==> src/rtl/uart_cmd_framer.sv <==
// UART byte-stream framer: HEADER + NBYTES payload + additive checksum,
// inter-byte timeout, and a held valid/ready command output.
module uart_cmd_framer #(
  parameter logic [7:0] HEADER      = 8'hAA,
  parameter int         NBYTES      = 6,
  parameter int         TIMEOUT_CYC = 43000
) (
  input  logic        clk,
  input  logic        rst_n,
  input  logic [7:0]  rx_data,
  input  logic        rx_done,
  output logic        rx_en,
  output logic [47:0] cmd_data,
  output logic        cmd_valid,
  input  logic        cmd_ready,
  output logic        err_chk,
  output logic        err_tmo,
  output logic        err_ovf,
  output logic [7:0]  frame_cnt
);

  localparam int TW = $clog2(TIMEOUT_CYC);
  localparam logic [TW-1:0] TMO_LAST = TW'(TIMEOUT_CYC - 1);
  localparam logic [2:0] IDX_LAST = 3'(NBYTES - 1);

  typedef enum logic [1:0] {
    IDLE,
    PAYLOAD,
    CHK,
    HOLD
  } state_e;

  state_e        state_q, state_d;
  logic [2:0]    idx_q, idx_d;
  logic [7:0]    sum_q, sum_d;
  logic [TW-1:0] tmr_q, tmr_d;
  logic [47:0]   shadow_q, shadow_d;
  logic [47:0]   cmd_data_q, cmd_data_d;
  logic          cmd_valid_q, cmd_valid_d;
  logic          err_chk_q, err_chk_d;
  logic          err_tmo_q, err_tmo_d;
  logic          err_ovf_q, err_ovf_d;
  logic [7:0]    frame_cnt_q, frame_cnt_d;
  logic          in_frame;
  logic          expire;

  assign in_frame = (state_q == PAYLOAD) || (state_q == CHK);
  // An arriving byte always beats a simultaneous expiry.
  assign expire   = in_frame && !rx_done && (tmr_q == TMO_LAST);

  always_comb begin
    state_d     = state_q;
    idx_d       = idx_q;
    sum_d       = sum_q;
    shadow_d    = shadow_q;
    cmd_data_d  = cmd_data_q;
    cmd_valid_d = cmd_valid_q;
    frame_cnt_d = frame_cnt_q;
    err_chk_d   = 1'b0;
    err_tmo_d   = 1'b0;
    err_ovf_d   = 1'b0;
    tmr_d       = '0;
    if (in_frame && !rx_done) begin
      tmr_d = tmr_q + 1'b1;
    end
    unique case (state_q)
      IDLE: begin
        if (rx_done && (rx_data == HEADER)) begin
          state_d  = PAYLOAD;
          idx_d    = '0;
          sum_d    = '0;
          shadow_d = '0;
        end
      end
      PAYLOAD: begin
        if (rx_done) begin
          shadow_d = {shadow_q[39:0], rx_data};
          sum_d    = sum_q + rx_data;
          idx_d    = idx_q + 3'd1;
          if (idx_q == IDX_LAST) begin
            state_d = CHK;
          end
        end else if (expire) begin
          err_tmo_d = 1'b1;
          state_d   = IDLE;
        end
      end
      CHK: begin
        if (rx_done) begin
          if (rx_data == sum_q) begin
            state_d     = HOLD;
            cmd_valid_d = 1'b1;
            cmd_data_d  = shadow_q;
          end else begin
            err_chk_d = 1'b1;
            state_d   = IDLE;
          end
        end else if (expire) begin
          err_tmo_d = 1'b1;
          state_d   = IDLE;
        end
      end
      HOLD: begin
        err_ovf_d = rx_done;
        if (cmd_ready) begin
          cmd_valid_d = 1'b0;
          frame_cnt_d = frame_cnt_q + 8'd1;
          state_d     = IDLE;
        end
      end
      default: state_d = IDLE;
    endcase
  end

  always_ff @(posedge clk or negedge rst_n) begin
    if (!rst_n) begin
      state_q     <= IDLE;
      idx_q       <= '0;
      sum_q       <= '0;
      tmr_q       <= '0;
      shadow_q    <= '0;
      cmd_data_q  <= '0;
      cmd_valid_q <= 1'b0;
      err_chk_q   <= 1'b0;
      err_tmo_q   <= 1'b0;
      err_ovf_q   <= 1'b0;
      frame_cnt_q <= '0;
    end else begin
      state_q     <= state_d;
      idx_q       <= idx_d;
      sum_q       <= sum_d;
      tmr_q       <= tmr_d;
      shadow_q    <= shadow_d;
      cmd_data_q  <= cmd_data_d;
      cmd_valid_q <= cmd_valid_d;
      err_chk_q   <= err_chk_d;
      err_tmo_q   <= err_tmo_d;
      err_ovf_q   <= err_ovf_d;
      frame_cnt_q <= frame_cnt_d;
    end
  end

  assign rx_en     = (state_q != HOLD);
  assign cmd_data  = cmd_data_q;
  assign cmd_valid = cmd_valid_q;
  assign err_chk   = err_chk_q;
  assign err_tmo   = err_tmo_q;
  assign err_ovf   = err_ovf_q;
  assign frame_cnt = frame_cnt_q;

endmodule

==> config.mk <==
export PLATFORM = sky130hd
export DESIGN_NAME = uart_cmd_framer
export DESIGN_NICKNAME = d
export VERILOG_FILES = /design/src/rtl/uart_cmd_framer.sv
export SDC_FILE = /design/constraint.sdc
export NUM_CORES = 1
export LEC_CHECK = 0
export CORE_UTILIZATION = 55
export CTS_BUF_LIST = sky130_fd_sc_hd__clkbuf_8
export DETAILED_ROUTE_END_ITERATION = 6
export PLACE_DENSITY = 0.86
export SYNTH_ARGS = -nofsm -noshare
export SYNTH_HDL_FRONTEND = slang
export SYNTH_SLANG_ARGS = --single-unit
==> constraint.sdc <==
create_clock -name clk -period 5.65 [get_ports clk]
set_input_delay 1.13 -clock clk [delete_from_list [all_inputs] [get_ports clk]]
set_output_delay 1.13 -clock clk [all_outputs]
set_load 0.05 [all_outputs]
# Word-level counts from Yosys, hierarchy flattened
# Cells that the tools add are included.
[classes] addsub=4 n_eq_ne=14 mux=29 n_reduce_logical=14
[op_table] operator="2-to-1 mux 48 bit" n=2
[op_table] operator="case mux 48 bit (2 select lines)" n=1
[op_table] operator="adder 16 x 1 -> 16 bit (second input constant)" n=1
[op_table] operator="== test 16 bit (second input constant)" n=1
[op_table] operator="2-to-1 mux 16 bit" n=1
[op_table] operator="2-to-1 mux 8 bit" n=2
[op_table] operator="case mux 8 bit (2 select lines)" n=1
[op_table] operator="2-to-1 mux 2 bit" n=7
[op_table] operator="2-to-1 mux 1 bit" n=10
[op_table] operator="!= test 2 bit (second input constant)" n=5
[op_table] operator="AND reduction 3 bit" n=3
[op_table] operator="adder 8 x 1 -> 8 bit (second input constant)" n=1
[op_table] operator="adder 8 bit" n=1
[op_table] operator="== test 8 bit" n=1
[op_table] operator="== test 8 bit (second input constant)" n=1
[op_table] operator="case mux 2 bit (4 select lines)" n=1
[op_table] operator="2-to-1 mux 3 bit" n=2
[op_table] operator="case mux 3 bit (2 select lines)" n=1
[op_table] operator="== test 2 bit (second input constant)" n=2
[op_table] operator="AND reduction 4 bit" n=1
[op_table] operator="nonzero test 2 bit" n=2
[op_table] operator="adder 3 x 1 -> 3 bit (second input constant)" n=1
[op_table] operator="== test 3 bit (second input constant)" n=1
[op_table] operator="logical AND 1 bit" n=3
[op_table] operator="9 further kinds" n=9
[word_totals] register_bits=137 input_bits=12 out_inout_bits=61 wordCells=72

# Logic depth before layout (Yosys ltp)
# Gate-level depths: netlist of the first run.
[logic_depth] depth_word=7 mapped_depth=10 ltp_nobuf=7

# Least setup slack after synthesis of the first run
# Ideal clock, no wire load.
[synth_timing] path_kind="input-to-reg" startpoint="input port rx_data[5]" endpoint="register cmd_data_q[0] (netlist: cmd_data[0])" setup_time_ps=125 arrival_ps=3015 required_ps=5525 setup_slack_ps=2510 path_stages=5 path_buffers=1 path_cell_list="ha_1 or4_4 nor4_4 buf_6 mux2_2"
[synth_via] elab_chain_cells=2
[synth_rtl] item="from (decl)" line_no="10" source="input logic [7:0] rx_data,"
[synth_rtl] item="== test 8 bit" line_no="90" source="if (rx_data == sum_q) begin"
[synth_rtl] item="AND reduction 3 bit (no line)"
[synth_rtl] item="to (signal assigned)" line_no="134" source="cmd_data_q <= cmd_data_d;"
[synth_rtl] item="to (decl)" line_no="38" source="logic [47:0] cmd_data_q, cmd_data_d;"
# Every way passes these cells.
# A chain may end at the register's enable or synchronous reset.

# Worst setup path in the final report of the first run
[layout_timing] startpoint="input port rx_done" endpoint="register shadow_q[44]"
[layout_via] elab_chain_cells=3 word_cells_on_any_way=4 cone_classes="eq/ne (2); reduce/logical (2)"
[layout_rtl] item="from (decl)" line_no="11" source="input logic rx_done,"
[layout_rtl] item="logical AND 1 bit" line_no="68" source="if (rx_done && (rx_data == HEADER)) begin"
[layout_rtl] item="!= test 2 bit (no line)"
[layout_rtl] item="AND reduction 3 bit (no line) (*)"
[layout_rtl] item="to (signal assigned)" line_no="133" source="shadow_q <= shadow_d;"
[layout_rtl] item="to (decl)" line_no="37" source="logic [47:0] shadow_q, shadow_d;"
# Every way passes the cells marked *; elsewhere a longest branch is shown, timed or not.

==> results of run 1 <==
-- synth_stat cells (all sizes together) --
library cell / instances
nand3b: 1
buf: 15
nand2: 117
a311o: 1
fa: 1
and4: 1
dfrtp: 137
nor2: 23
o21ai: 61
a21o: 4
a22o: 2
nand4bb: 1
nor3: 4
nor4: 3
mux2: 49
and3: 7
o41a: 1
ha: 16
a221o: 1
a211o: 1
xor2: 9
nand2b: 2
and2: 1
a221oi: 1
or2: 1
clkbuf: 12
o32ai: 1
or4: 1
o211ai: 1
o41ai: 1
nand3: 9
nand4: 5
o22ai: 1
a31oi: 1
xnor2: 15
inv: 9
a211oi: 1
a21oi: 9
o31ai: 3
or3: 7
a311oi: 1
nor4b: 1
nor3b: 2
-- power by group through the flow --
| stage | Combinational, W | Clock, W | Sequential [W] |
|---|---|---|---|
| floorplan | 0.000608 | 0 | 0.00132 |
| global placement | 0.000820 | 0 | 0.00126 |
| detailed placement | 0.000857 | 0 | 0.00127 |
| CTS | 0.000861 | 0.000751 | 0.00125 |
| global route | 0.000956 | 0.000796 | 0.00127 |
| finish | 0.000862 | 0.000736 | 0.00126 |
-- cells in the final DEF, fill, tap and decap left out, types with 2 or more instances in the layout --
master           count
o21ai_0             54
xor2_1               9
nand2_1            117
nor4_1               2
clkinvlp_4           4
mux2_1               4
nor3_1               4
o31ai_1              3
nor2_1              23
nor3b_1              2
dfrtp_1            137
a21oi_1              9
xnor2_1             15
clkbuf_8            20
o21ai_1              7
clkinv_4             2
nand2b_1             2
a22o_1               2
a21o_1               4
nand4_1              5
ha_1                15
mux2_2              45
or3_1                6
inv_1                9
clkinv_2             4
clkdlybuf4s50_1     71
buf_4                6
and3_1               7
nand3_1              9
-- per-stage QoR --
stage	hold slack (ns)	util	instance area, sq um	power, W
global placement	0.461	0.646	6730	0.00208
finish	0.482	0.682	7110	0.00286
global route	0.508	0.682	7110	0.00303
floorplan	0.444	-	5970	0.00192
detailed placement	0.467	0.646	6730	0.00213
CTS	0.481	0.682	7110	0.00287
-- kinds of logic (layout without fill, tap and decap cells) --
| family | Yosys count | after routing | synth area share |
|---|---|---|---|
| mux | 49 | 49 | 0.0924 |
| fa+ha+maj | 17 | 17 | 0.0369 |
| flops | 137 | 137 | 0.574 |
| xor+xnor | 24 | 24 | 0.0352 |
| compound gates | 91 | 91 | 0.0876 |
| simple gates | 186 | 186 | 0.139 |
| buf+inv | 36 | 118 | 0.0350 |
-- final timing paths --
kind | startpoint | to | slack (ns) | depth (start not counted)
min reg2reg | frame_cnt[7] | frame_cnt[7] | 0.48 | 1
min in group asynchronous | rst_n | cmd_data[28] | 0.60 | 1
max | rx_done | shadow_q[44] | 1.97 | 7
min | frame_cnt[7] | frame_cnt[7] | 0.48 | 1
max in group asynchronous | rst_n | err_tmo | 3.99 | 2
max reg2reg | state_q[1] | shadow_q[44] | 2.66 | 8
-- layer usage --
| metal | GRT usage | share of wire | routed length (microns) |
|---|---|---|---|
| met1 | 0.300 | 0.43 | 5150 |
| met2 | 0.374 | 0.51 | 6140 |
| met3 | 0.0423 | 0.035 | 425 |
| met4 | 0.119 | 0.028 | 340 |
| met5 | 0 | 0 | 0 |
-- layout make-up --
class	count	share of cell area
multi-input cells	367	0.329
flip-flops and latches	137	0.482
repair buffers	77	0.106
well taps	136	0.0239
inverters	9	0.00511
clock inverters	12	0.0143
clock buffers	20	0.0387
-- flip-flops by register name, summed over array words and instances (netlist names) --
register / flops
cmd_data: 48
shadow_q: 48
tmr_q: 16
frame_cnt: 8
sum_q: 8
idx_q: 3
state_q: 2
cmd_valid: 1
err_chk: 1
err_ovf: 1
err_tmo: 1
-- critical path: stages --
cell and delay, ns:
clkdlybuf4s50_1 0.67, inv_4 0.10, o41a_1 0.50, or3_2 0.93
buf_4 0.43, nand2_1 0.10, o21ai_0 0.09
==> flow_metrics.py, run 1 <==
metrics = {
    "worst_setup_path": {
        "crit_required_ns": 5.95,
        "crit_path_end_kind": "flop",
        "critPathKind": "primary input to flop",
        "worstSetupStartpointType": "primary input",
        "arrival_ns": 3.97,
        "crit_fanout": 70,
    },
    "sta": {
        "relSlewSlack": 0.304,
        "setup_viol": 0,
        "finClkSkew_ns": 0.00853,
        "setup-tns-final_ns": 0,
        "final.setup.worst_slack_ns": 1.97,
        "fmax_mhz": 272,
        "fin_crit_sh": 0.651,
        "final_hold_viol_count": 0,
        "worst_pin_slew_ns": 1.04,
        "period_minus_slack_ns": 3.68,
        "rsz0062_at_grt": "false",
        "drv_slew": 0,
    },
    "die": {
        "top_level_ports": 73,
        "fp-row-count": 37,
        "core_sq_um": 10400,
        "die_y_microns": 106,
        "die-area_sq_um": 11300,
        "start_util": 0.573,
        "dieWidth_microns": 106,
    },
    "cts": {
        "clockBufferDepth": 2,
        "clock_sink_count": 137,
        "cts_tree": "yes",
        "cts_resized": 0,
        "clk_pin_slew_ns": 0.07,
        "root_buffer": "clkbuf_8",
        "cts_made_buffers": 17,
        "clock_latency_ns": 0.43,
        "ctsHtreeMaxLevel": 4,
        "cts_setup_buffers": 0,
        "hold_buffers": 0,
    },
    "detailed_routing": {
        "ant_nets": 0,
        "avgRoutedWirePerCell_microns": 15.9,
        "via_per_inst": 5.55,
        "drc_errors": 0,
        "routed-via-count": 4205,
        "dr.first_iter.drc_count": 346,
        "first_pass_iters": 4,
        "wirelength_microns": 12100,
    },
    "place": {
        "pre_cts_slack_ns": 1.53,
        "placed_cells": 726,
        "place_hpwl_microns": 8250,
        "place_congestion": 0.874,
        "port_buffers": 72,
    },
    "power": {
        "power.leakage_nw": 3.21,
        "seqPwrFrac": 0.440,
        "switching_power_w": 0.00109,
        "clkPwrFrac": 0.258,
        "comb_power_share": 0.302,
        "p_int_w": 0.00177,
        "sw_frac_of_total": 0.380,
        "powerDensity_nw_per_um2": 402,
        "ir_drop_v": 0.000543,
    },
    "yosys": {
        "yosys.area.top_type": "dfrtp_1",
        "synth_warnings": 0,
        "netlist_instances": 540,
        "ys_ff_latch": 137,
        "synthesis.nets": 569,
        "synth_cell_types": 49,
        "syn_avg_cell_area_sq_um": 11.1,
        "synth_area_leaders": "dfrtp_1, mux2_2, nand2_1, o21ai_0, ha_1",
        "syn_area_sq_um": 5970,
        "synth_top_area_share": 0.574,
        "yosysSeqAreaShare": 0.574,
    },
    "grt": {
        "grt_pass1_vias": 4078,
        "grt_pass1_wl_microns": 20100,
        "grt_max_degree": 71,
        "antenna_found_initial": 0,
        "grt_overflow": 0,
        "track_usage": 0.232,
    },
    "layout": {
        "n_fill_cell": 755,
        "register_area_sq_um": 3430,
        "multi_input_area_sq_um": 2340,
        "antenna_cells": 0,
        "syn_to_final_growth_pct": 19.0,
        "nets": 638,
        "stdcell_count": 758,
        "drive_above_1_share": 0.141,
    },
    "outcome": {
        "status": "complete, no violations",
    },
    "job": {
        "drv_cap": 0,
    },
    "min_path": {
        "min_path_type": "flop to flop",
    },
}
Power figures use the tool's default switching activity.
==> run 2, diff against run 1 <==
Clock period 5.65 ns to 3.4 ns, I/O delays scaled along.
==> run 2 against run 1 <==
Compared with the run above:
- non-clock buffer count grew 6
- core utilization grew 0.40 points
- via count is essentially flat
- combinational power grew 76%
- cell count grew 0.26%
- clock skew shrank 0.0021 ns
- critical path depth shrank 1
==> flow_metrics.py, run 2 (synthesis results as in run 1) <==
metrics = {
    "worst_setup_path": {
        "crit_required_ns": 3.71,
        "path_buf_inv": 2,
        "critPathKind": "primary input to flop",
        "worstSetupStartpointType": "primary input",
        "r2r-start": "state_q[1]",
        "slowest_stage": "or4_4",
        "reg2reg_to": "sum_q[3]",
        "crit_family": "simple AND/OR/NAND/NOR gates",
        "critPathMaxStageDelay_ns": 0.58,
        "crit_path_end_kind": "flop",
        "path_cells": "clkdlybuf4s50_1, ha_1, or4_4, nor4_4, buf_12, mux2_2",
        "arrival_ns": 3.17,
        "crit_fanout": 50,
        "rr_worst_depth": 7,
        "reg2reg_slack_ns": 0.86,
    },
    "place": {
        "port_buffers": 72,
        "placed_cells": 732,
        "place_congestion": 0.839,
        "place_hpwl_microns": 8350,
    },
    "job": {
        "drv_cap": 0,
    },
    "power": {
        "comb_power_share": 0.319,
        "powerDensity_nw_per_um2": 665,
        "ir_drop_v": 0.000472,
        "switching_power_w": 0.00177,
        "power.leakage_nw": 3.25,
        "clkPwrFrac": 0.243,
        "p_int_w": 0.00298,
        "sw_frac_of_total": 0.373,
        "seqPwrFrac": 0.438,
    },
    "sta": {
        "rsz0062_at_grt": "false",
        "setup_viol": 0,
        "hold_ws_ns": 0.350,
        "final_hold_viol_count": 0,
        "setup-tns-final_ns": 0,
        "drv_slew": 0,
        "finClkSkew_ns": 0.00647,
        "fin_crit_sh": 0.839,
        "fmax_mhz": 351,
        "worst_pin_slew_ns": 0.845,
        "period_minus_slack_ns": 2.85,
        "relSlewSlack": 0.437,
    },
    "layout": {
        "nets": 644,
        "stdcell_count": 760,
        "syn_to_final_growth_pct": 19.7,
        "antenna_cells": 0,
        "layout_common_cells": "dfrtp_1, nand2_1, clkdlybuf4s50_1",
        "layout_commonest_cell": "dfrtp_1",
        "drive_above_1_share": 0.139,
        "n_fill_cell": 732,
    },
    "cts": {
        "cts_resized": 0,
        "cts_tree": "yes",
        "clk_pin_slew_ns": 0.06,
        "cts_setup_buffers": 0,
        "cts_made_buffers": 17,
        "ctsHtreeMaxLevel": 4,
        "clockBufferDepth": 2,
        "clock_latency_ns": 0.44,
        "root_buffer": "clkbuf_8",
        "hold_buffers": 0,
        "clock_sink_count": 137,
    },
    "grt": {
        "grt_pass1_wl_microns": 20700,
        "grt_max_degree": 71,
        "grt_pass1_vias": 4204,
        "track_usage": 0.239,
        "antenna_found_initial": 0,
        "grt_overflow": 0,
    },
    "die": {
        "top_level_ports": 73,
        "core_sq_um": 10400,
        "start_util": 0.573,
        "die_y_microns": 106,
        "dieWidth_microns": 106,
        "fp-row-count": 37,
        "die-area_sq_um": 11300,
    },
    "detailed_routing": {
        "routed-via-count": 4207,
        "first_pass_iters": 4,
        "dr.first_iter.drc_count": 263,
        "avgRoutedWirePerCell_microns": 15.8,
        "ant_nets": 0,
        "wirelength_microns": 12000,
        "drc_errors": 0,
        "via_per_inst": 5.54,
    },
    "min_path": {
        "min_path_type": "primary input to asynchronous set/reset pin",
    },
    "outcome": {
        "status": "complete, no violations",
    },
}
run 2: changes by cell type in the layout (fill, tap and decap cells not counted), sizes merged:
cell / change
buf: +6
inv: +3
clkinv: -3
clkinvlp: -4
run 2: cell type report:
cell class                 instances  area (sq um)  area share
tap                              136           170      0.0238
sequential                       137          3430       0.480
clock buffer                      20           275      0.0385
multi-input combinational        367          2340       0.327
inverter                           9          36.3     0.00508
timing repair buffer              83           838       0.117
clock inverter                     8          60.1     0.00840
run 2: metal layers:
| metal | vias up | track usage | part of all wire |
|---|---|---|---|
| met5 | - | 0 | 0 |
| met4 | 0 | 0.100 | 0.026 |
| met3 | 24 | 0.0552 | 0.033 |
| met2 | 98 | 0.389 | 0.52 |
| met1 | 2088 | 0.310 | 0.42 |
| li1 | 1997 | - | - |
run 2: how the worst max path moves through the flow:
stage	depth (start not counted)	start	slack, ns	end
floorplan	5	rx_data[5]	0.71	cmd_data[0]
global placement	6	rx_data[6]	0.21	cmd_data[44]
detailed placement	6	rx_data[6]	0.12	cmd_data[40]
CTS	6	rx_data[6]	0.58	cmd_data[40]
global route	6	rx_data[6]	0.49	cmd_data[38]
finish	6	rx_data[6]	0.55	cmd_data[38]
run 2: per-stage QoR:
stage	total power (W)	util	cell area [sq um]	setup slack, ns
4_1_cts	0.00477	0.686	7150	0.581
3_5_place_dp	0.00362	0.654	6810	0.117
5_1_grt	0.00506	0.686	7150	0.495
3_3_place_gp	0.00353	0.654	6810	0.210
6_report	0.00475	0.686	7150	0.548
2_1_floorplan	0.00320	-	5970	0.710
run 2: power groups by stage:
| stage | combinational [W] | sequential (W) | clock [W] |
|---|---|---|---|
| floorplan | 0.00101 | 0.00219 | 0 |
| global placement | 0.00145 | 0.00209 | 0 |
| detailed placement | 0.00151 | 0.00211 | 0 |
| CTS | 0.00152 | 0.00208 | 0.00117 |
| global route | 0.00169 | 0.00211 | 0.00126 |
| finish | 0.00152 | 0.00208 | 0.00115 |
==> run 3, diff against run 2 <==
Clock period 3.4 ns to 2.75 ns, I/O delays scaled along.
==> run 3 against run 2 <==
Compared with the run above:
- clock skew up 0.0024 ns
- power up 31%
- highest routed layer unchanged
- first-iteration DRC count up 0.38%
- non-clock buffer count up 21
- largest cell class unchanged
- sequential share of layout area down 1.5 points
- count of clock-buffer cells in the layout up 1
- sequential power up 24%
- global-route usage up 1.0 points
- clock power up 47%
- worst hold slack worse by 0.22 ns
- die area unchanged
- final area up 3.3%
==> flow_metrics.py, run 3 (synthesis results as in run 1) <==
metrics = {
    "worst_setup_path": {
        "arrival_ns": 2.89,
        "crit_family": "simple AND/OR/NAND/NOR gates",
        "crit_required_ns": 3.06,
        "crit_start": "rx_data[5]",
        "slowest_stage": "or4_4",
        "crit_path_end_kind": "flop",
        "critPathKind": "primary input to flop",
        "path_cells": "clkdlybuf4s50_1, ha_1, or4_4, nor4_4, buf_4, mux2_2",
        "reg2reg_to": "cmd_data[43]",
        "r2r-start": "sum_q[5]",
        "crit_fanout": 13,
        "reg2reg_slack_ns": 0.35,
        "rr_worst_depth": 5,
        "critPathMaxStageDelay_ns": 0.58,
        "path_buf_inv": 2,
        "worstSetupStartpointType": "primary input",
    },
    "die": {
        "top_level_ports": 73,
        "core_sq_um": 10400,
        "die_y_microns": 106,
        "fp-row-count": 37,
        "start_util": 0.573,
        "die-area_sq_um": 11300,
        "dieWidth_microns": 106,
    },
    "sta": {
        "hold_ws_ns": 0.134,
        "final.setup.worst_slack_ns": 0.170,
        "fmax_mhz": 388,
        "relSlewSlack": 0.593,
        "period_minus_slack_ns": 2.58,
        "rsz0062_at_grt": "false",
        "final_hold_viol_count": 0,
        "drv_slew": 0,
        "worst_pin_slew_ns": 0.610,
        "setup_viol": 0,
        "finClkSkew_ns": 0.00889,
        "fin_crit_sh": 0.938,
    },
    "layout": {
        "nets": 665,
        "layout_common_cells": "dfrtp_1, nand2_1, clkdlybuf4s50_1",
        "register_area_sq_um": 3430,
        "antenna_cells": 0,
        "n_fill_cell": 671,
        "multi_input_area_sq_um": 2340,
        "syn_to_final_growth_pct": 23.6,
        "drive_above_1_share": 0.176,
        "fin_area_sq_um": 7390,
        "layout_commonest_cell": "dfrtp_1",
        "stdcell_count": 784,
    },
    "detailed_routing": {
        "avgRoutedWirePerCell_microns": 16.6,
        "wirelength_microns": 13000,
        "routed-via-count": 4435,
        "via_per_inst": 5.66,
        "dr.first_iter.drc_count": 264,
        "first_pass_iters": 5,
        "drc_errors": 0,
        "ant_nets": 0,
    },
    "place": {
        "port_buffers": 72,
        "postPlaceCellArea_sq_um": 6970,
        "place_hpwl_microns": 8790,
        "place_congestion": 0.871,
        "pre_cts_slack_ns": -0.286,
        "placed_cells": 753,
    },
    "cts": {
        "cts_tree": "yes",
        "clock_sink_count": 137,
        "ctsHtreeMaxLevel": 4,
        "clk_pin_slew_ns": 0.07,
        "hold_buffers": 0,
        "root_buffer": "clkbuf_8",
        "clock_latency_ns": 0.43,
        "cts_made_buffers": 17,
        "clockBufferDepth": 2,
    },
    "power": {
        "ir_drop_v": 0.000671,
        "power.leakage_nw": 3.39,
        "powerDensity_nw_per_um2": 845,
    },
    "grt": {
        "antenna_found_initial": 0,
        "track_usage": 0.250,
        "grt_max_degree": 87,
        "grt_overflow": 0,
        "grt_pass1_wl_microns": 21700,
        "grt_pass1_vias": 4472,
    },
    "job": {
        "drv_cap": 0,
    },
    "min_path": {
        "min_path_type": "primary input to asynchronous set/reset pin",
    },
    "outcome": {
        "status": "complete, no violations",
    },
}
-- run 3: cell count changes in the layout (fill, tap and decap cells not counted), sizes merged --
cell           delta
bufinv            +2
clkdlybuf4s50     -1
inv               -3
dlymetal6s2s      +1
clkbuf            +1
clkinv            +3
buf              +21
-- run 3: area by class of cell --
cell class	instances	share of cell area
inverters	9	0.00491
clock inverters	10	0.0168
flip-flops and latches	137	0.464
clock buffers	21	0.0391
repair buffers	104	0.135
well taps	136	0.0230
multi-input cells	367	0.317
-- run 3: worst max-delay path by stage --
stage,endpoint,slack (ns),depth (start not counted)
floorplan,cmd_data[0],0.19,5
global placement,cmd_data[24],-0.23,6
detailed placement,cmd_data[27],-0.29,6
CTS,rx_en,0.07,3
global route,cmd_data[2],0.09,6
finish,cmd_data[43],0.17,6
-- run 3: what timing repair did --
action                                  in CTS  in global routing
buffers inserted                             0                  0
resized for setup                            0                  1
hold endpoints to repair                     0                  0
endpoints found under the setup margin       0                  1
-- run 3: where the power goes --
part | leakage, nW | total, W | switching [W] | internal [W]
Sequential | 1.88 | 0.00258 | 0.000261 | 0.00232
Clock | 0.222 | 0.00169 | 0.000718 | 0.000976
Combinational | 1.29 | 0.00197 | 0.00129 | 0.000682
-- run 3: per-stage QoR --
stage                util  setup TNS, ns  power, W
floorplan               -              0   0.00395
global placement    0.669         -11.32   0.00444
detailed placement  0.669         -14.82   0.00455
CTS                 0.709              0   0.00626
global route        0.709              0   0.00661
finish              0.709              0   0.00624
-- run 3: routing by layer --
layer	global-route usage	wire length (microns)
met1	0.305	5300
met2	0.430	6970
met3	0.0558	568
met4	0.0982	206
met5	0	0
-- run 3: worst register-to-register path, stage by stage (launching register included) --
cell	delay, ns
dfrtp_1	0.39
ha_1	0.30
or4_4	0.58
nor4_4	0.36
buf_4	0.29
mux2_2	0.37
